`config.mk`:
```
export PLATFORM = sky130hd
export DESIGN_NAME = mem_wb_stage
export DESIGN_NICKNAME = d
export VERILOG_FILES = /design/src/rtl/rv32i_types.sv /design/src/rtl/load_align.sv /design/src/rtl/mem_wb_stage.sv
export SDC_FILE = /design/constraint.sdc
export NUM_CORES = 1
export LEC_CHECK = 0
export BUFFER_PORTS_ARGS = -buffer_cell sky130_fd_sc_hd__buf_4
export CELL_PAD_IN_SITES_DETAIL_PLACEMENT = 1
export CELL_PAD_IN_SITES_GLOBAL_PLACEMENT = 1
export CORE_MARGIN = 10
export CORE_UTILIZATION = 42
export CTS_CLUSTER_SIZE = 14
export DETAILED_ROUTE_END_ITERATION = 7
export PLACE_DENSITY = 0.83
export SYNTH_ARGS = -nofsm -noshare
export SYNTH_HDL_FRONTEND = slang
export SYNTH_SLANG_ARGS = --single-unit
```
`constraint.sdc`:
```
create_clock -name clk -period 10.1 [get_ports clk]
set_input_delay 1.01 -clock clk [delete_from_list [all_inputs] [get_ports clk]]
set_output_delay 1.01 -clock clk [all_outputs]
set_load 0.02 [all_outputs]
```
`src/rtl/rv32i_types.sv`:
```
// Shared RV32I encodings used by the memory/writeback stage.
// Also holds the alignment rule common to loads and stores.
package rv32i_types;

  typedef enum logic [2:0] {
    LB  = 3'b000,
    LH  = 3'b001,
    LW  = 3'b010,
    LBU = 3'b100,
    LHU = 3'b101
  } load_funct3_t;

  typedef enum logic [2:0] {
    SB = 3'b000,
    SH = 3'b001,
    SW = 3'b010
  } store_funct3_t;

  // Loads and stores share the low two funct3 bits for the access size.
  function automatic logic is_misaligned(input logic [2:0] funct3, input logic [1:0] off);
    logic mis;
    case (funct3[1:0])
      2'b01:   mis = off[0];
      2'b10:   mis = (off != 2'b00);
      default: mis = 1'b0;
    endcase
    return mis;
  endfunction

endpackage

```
`src/rtl/load_align.sv`:
```
// Selects the addressed byte/halfword from a cache word and extends it
// according to the load width code.
module load_align
  import rv32i_types::*;
(
  input  logic [31:0] rdata_i,
  input  logic [1:0]  off_i,
  input  logic [2:0]  funct3_i,
  output logic [31:0] result_o
);

  logic [7:0]  byte_sel;
  logic [15:0] half_sel;

  always_comb begin
    case (off_i)
      2'd0:    byte_sel = rdata_i[7:0];
      2'd1:    byte_sel = rdata_i[15:8];
      2'd2:    byte_sel = rdata_i[23:16];
      default: byte_sel = rdata_i[31:24];
    endcase
    half_sel = off_i[1] ? rdata_i[31:16] : rdata_i[15:0];

    case (funct3_i)
      LB:      result_o = {{24{byte_sel[7]}}, byte_sel};
      LH:      result_o = {{16{half_sel[15]}}, half_sel};
      LBU:     result_o = {24'd0, byte_sel};
      LHU:     result_o = {16'd0, half_sel};
      default: result_o = rdata_i;
    endcase
  end

endmodule

```
`src/rtl/mem_wb_stage.sv`:
```
// MEM/WB pipeline stage: issues data-cache requests for loads/stores,
// aligns load data and drives the register-file write port.
//
// state  | meaning
// IDLE   | no instruction held, ready for a new one
// ACCESS | cache request outstanding, waiting for data_mem_resp
// WB     | instruction retires this cycle, ready for the next one
module mem_wb_stage
  import rv32i_types::*;
#(
  parameter int CNT_WIDTH = 32
) (
  input  logic                 clk,
  input  logic                 rst,
  input  logic                 valid_in,
  output logic                 ready_out,
  input  logic                 load_en,
  input  logic                 store_en,
  input  logic                 regwrite_in,
  input  logic [2:0]           funct3_in,
  input  logic [4:0]           rd_in,
  input  logic [31:0]          alu_out,
  input  logic [31:0]          rs2_out,
  output logic                 data_mem_read,
  output logic                 data_mem_write,
  output logic [31:0]          data_mem_address,
  output logic [31:0]          data_mem_wdata,
  output logic [3:0]           data_mem_byte_enable,
  input  logic [31:0]          data_mem_rdata,
  input  logic                 data_mem_resp,
  output logic                 rf_load,
  output logic [4:0]           rf_rd,
  output logic [31:0]          rf_wdata,
  output logic                 misalign_err,
  output logic [CNT_WIDTH-1:0] retired_count,
  output logic [CNT_WIDTH-1:0] stall_count
);

  typedef enum logic [1:0] {
    S_IDLE,
    S_ACCESS,
    S_WB
  } state_t;

  localparam logic [CNT_WIDTH-1:0] CNT_ONE = CNT_WIDTH'(1);

  state_t state_q, state_d;

  logic                 load_q, store_q, regwrite_q, misalign_q;
  logic [2:0]           funct3_q;
  logic [4:0]           rd_q;
  logic [31:0]          alu_q, rs2_q, rdata_q;
  logic [CNT_WIDTH-1:0] retired_q, stall_q;
  logic                 accept, mem_op_in, misalign_in;
  logic [1:0]           off;
  logic [31:0]          load_result;

  assign accept      = valid_in && ready_out;
  assign mem_op_in   = load_en || store_en;
  assign misalign_in = mem_op_in && is_misaligned(funct3_in, alu_out[1:0]);

  always_comb begin
    state_d   = state_q;
    ready_out = (state_q != S_ACCESS);
    case (state_q)
      S_IDLE, S_WB: begin
        if (accept) begin
          state_d = (mem_op_in && !misalign_in) ? S_ACCESS : S_WB;
        end else begin
          state_d = S_IDLE;
        end
      end
      S_ACCESS: begin
        if (data_mem_resp) state_d = S_WB;
      end
      default: state_d = S_IDLE;
    endcase
  end

  always_ff @(posedge clk or posedge rst) begin
    if (rst) begin
      state_q <= S_IDLE;
    end else begin
      state_q <= state_d;
    end
  end

  always_ff @(posedge clk or posedge rst) begin
    if (rst) begin
      load_q     <= 1'b0;
      store_q    <= 1'b0;
      regwrite_q <= 1'b0;
      misalign_q <= 1'b0;
      funct3_q   <= 3'd0;
      rd_q       <= 5'd0;
      alu_q      <= 32'd0;
      rs2_q      <= 32'd0;
      rdata_q    <= 32'd0;
    end else begin
      if (accept) begin
        load_q     <= load_en;
        store_q    <= store_en;
        regwrite_q <= regwrite_in;
        misalign_q <= misalign_in;
        funct3_q   <= funct3_in;
        rd_q       <= rd_in;
        alu_q      <= alu_out;
        rs2_q      <= rs2_out;
      end
      // A response seen outside ACCESS belongs to nothing and is dropped.
      if (state_q == S_ACCESS && data_mem_resp) begin
        rdata_q <= data_mem_rdata;
      end
    end
  end

  always_ff @(posedge clk or posedge rst) begin
    if (rst) begin
      retired_q <= '0;
      stall_q   <= '0;
    end else begin
      if (state_q == S_WB)     retired_q <= retired_q + CNT_ONE;
      if (state_q == S_ACCESS) stall_q   <= stall_q + CNT_ONE;
    end
  end

  assign off              = alu_q[1:0];
  assign data_mem_read    = (state_q == S_ACCESS) && load_q;
  assign data_mem_write   = (state_q == S_ACCESS) && store_q;
  assign data_mem_address = {alu_q[31:2], 2'b00};
  assign data_mem_wdata   = rs2_q << {off, 3'b000};

  always_comb begin
    case (funct3_q)
      SB:      data_mem_byte_enable = 4'b0001 << off;
      SH:      data_mem_byte_enable = 4'b0011 << off;
      default: data_mem_byte_enable = 4'b1111;
    endcase
  end

  load_align u_load_align (
    .rdata_i  (rdata_q),
    .off_i    (off),
    .funct3_i (funct3_q),
    .result_o (load_result)
  );

  assign rf_load       = (state_q == S_WB) && regwrite_q && (rd_q != 5'd0) && !misalign_q;
  assign rf_rd         = rd_q;
  assign rf_wdata      = load_q ? load_result : alu_q;
  assign misalign_err  = (state_q == S_WB) && misalign_q;
  assign retired_count = retired_q;
  assign stall_count   = stall_q;

endmodule

```
==> results.yml <==
run_status:
  status: "finished clean"
power:
  leakage_nw: 5.484
  max-vdd-ir-drop_uv: 113.4
  p_per_area_nw_per_um2: 235.0
clock_network:
  clk_pin_slew_ns: 0.07
  cts-htree-levels: 4
  cts_setup_buffers: 0
  cts_hold_buffers: 0
  clock-sinks: 174
  post_cts_resized: 0
  clock_path_buffers: 2
  cts_tree: "yes"
  cts-root-buf: "clkbuf_16"
  cts_buffers: 17
  insertion_delay_ns: 0.42
timing:
  final.setup.worst_slack_ns: 6.235
  period_share_pct: 38.27
  max_freq_mhz: 258.7
  rsz0062_at_grt: "false"
  setup_tns_ns: 0
  finalSetupViolCount: 0
  clock_skew_ns: 0.01157
  tightest_slew_ns: 1.113
  hold_viol_final: 0
  post-route-min-period_ns: 3.865
  slew_headroom_pct: 25.76
  drv_slew: 0
die:
  io-pin-count: 285
  rows: 53
  die_w_um: 165.1
  core_um2: 20890
  start_util_pct: 42.36
  dieArea_um2: 27270
  die_h_um: 165.1
global_routing:
  grt_use_total_pct: 20.09
  antenna_found_initial: 1
  grt_max_degree: 101
  grt.overflow.total: 0
  grt_pass1_vias: 7707
  grt_pass1_wl_mm: 43.43
layout:
  multiInputGateArea_um2: 4008
  diodes: 0
  fillers: 2319
  regArea_um2: 4357
  postLayoutCoreUtil_pct: 55.39
  nets: 1167
  layout_common_cells: "289 x buf_4, 172 x dfrtp_1, 114 x mux2_2, 97 x nand2_1, 46 x o21ai_0"
  drive_above_1_share_pct: 42.91
  layout_commonest_cell: "buf_4"
  area_delta_synth_final_pct: 30.75
routing:
  first_pass_iters: 4
  wl_per_cell_um: 21.09
  drt-vias-per-instance: 5.275
  routed_wl_mm: 28.26
  num_vias: 7069
  drtIter0Drc: 338
  ant_nets: 0
  drc: 0
critical_path:
  cp-start-kind: "flip-flop"
  slowest_stage: "a21oi_1"
  path_cells: "buf_4, clkinv_1, a21oi_1, o21ai_0, o22ai_1, buf_4"
  max_stage_delay_ns: 0.58
  end_kind: "primary output"
  crit_top_cell: "buf_4"
  required_ns: 9.09
  worst-setup-path-type: "reg2out"
  worst-path-max-fanout: 53
  crit_family: "buffers and inverters"
  critPathBufInv: 3
  critical_path_arrival_ns: 2.86
synthesis:
  synth_flop_cell: "dfrtp_1"
  synth_largest_area_cell: "dfrtp_1"
  synth.area.top_cells: "dfrtp_1 49%, mux2_2 15%, nand2_1 4.2%, xnor2_1 4.2%, buf_4 2.9%"
  ys_seq_elements: 174
  synth_area_um2: 8848
  synth_top_family_by_area: "multiplexers"
  synth-async-reset-ratio_pct: 100.0
  synth_warnings: 0
  synthDistinctLibCells: 53
  synthSimpleGateAreaFrac_pct: 15.43
  syn_avg_cell_area_um2: 10.86
  synth-edff-count: 0
  synth-compound-area-share_pct: 6.335
  synthXorXnorAreaFrac_pct: 6.137
  synthCells: 815
  synthMuxAreaShare_pct: 16.66
  yosys.area.top_type_share_pct: 49.21
  yosysSeqAreaShare_pct: 49.21
  synthAdderAreaFrac_pct: 0.5656
job:
  drv_cap: 0
placed_design:
  pre_cts_ws_ns: 6.729
  gp_congestion: 0.8491
  port_buffers: 282
  dp_hpwl_mm: 21.22
worst_hold_path:
  min_path_type: "reg2reg"
[cell type report]
type                            count  area share, %
Clock buffer                       19          3.828
Clock inverter                     13          1.471
Inverter                           19         0.6813
Multi-Input combinational cell    551          34.64
Sequential cell                   174          37.66
Tap cell                          275          2.974
Timing Repair Buffer              289          18.75
[metrics by stage]
stage	area (um^2)	power [W]	instances	hold slack, ns
global placement	10960	0.002013	1308	0.4583
CTS	11570	0.002746	1340	0.4803
global route	11570	0.002863	1340	0.4949
finish	11570	0.002719	1340	0.4750
floorplan	8852	0.001624	816	0.4706
detailed placement	10960	0.002049	1308	0.4682
[kinds of logic (layout without fill, tap and decap cells)]
group | Yosys count | after routing
multiplexers | 133 | 133
XOR/XNOR | 62 | 62
buffers and inverters | 91 | 340
other | 1 | 2
AND/OR/NAND/NOR | 255 | 255
adder cells (fa/ha/maj) | 4 | 4
AO/OA/AOI/OAI | 95 | 95
flip-flops | 174 | 174
[Yosys cell counts, drive strengths merged (8+ instances only)]
master,number
mux2,114
xnor2,42
nand2,98
nand3b,10
mux2i,19
nor2,33
nor3,20
and2,14
nand4,25
buf,52
xor2,20
dfrtp,174
nand3,12
inv,18
a21oi,20
clkbuf,20
a211oi,8
and3,8
o21ai,46
nor2b,12
[worst paths after layout]
path / start / to / slack (ns) / depth (start not counted)
setup / recovery: alu_q[1] / rf_wdata[6] / 6.23 / 6
hold / removal: stall_count[31] / stall_count[31] / 0.47 / 1
setup reg to reg: state_q[0] / alu_q[23] / 7.25 / 4
hold reg to reg: stall_count[31] / stall_count[31] / 0.47 / 1
max in group asynchronous: rst / alu_q[1] / 7.84 / 3
min in group asynchronous: rst / stall_count[27] / 0.68 / 2
[state kept, by name, indices dropped and copies added, names as in the netlist]
name / cells
alu_q: 32
funct3_q: 3
load_q: 1
misalign_q: 1
rdata_q: 32
regwrite_q: 1
retired_count: 32
rf_rd: 5
rs2_q: 32
stall_count: 32
state_q: 2
store_q: 1
[layer usage]
layer / share of wire, % / GRT usage (%) / vias to the layer above
li1: - / - / 3261
met3: 8.1 / 6.148 / 29
met4: 1.6 / 5.314 / 2
met2: 49 / 33.96 / 212
met1: 42 / 24.35 / 3565
met5: 0.046 / 0 / -
[where the power goes]
group,internal [W],switching (W)
logic,0.000464,0.000571
registers,0.000844,0.000149
clock network,0.000383,0.000307
total,0.00169,0.00103
[worst reg2reg max path: stages, from the launching register on]
cell and delay, ns:
dfrtp_1 0.43, nor2b_1 0.61, inv_1 0.34, nand2_4 0.90, mux2_2 0.46
Power figures use the tool's default switching activity.
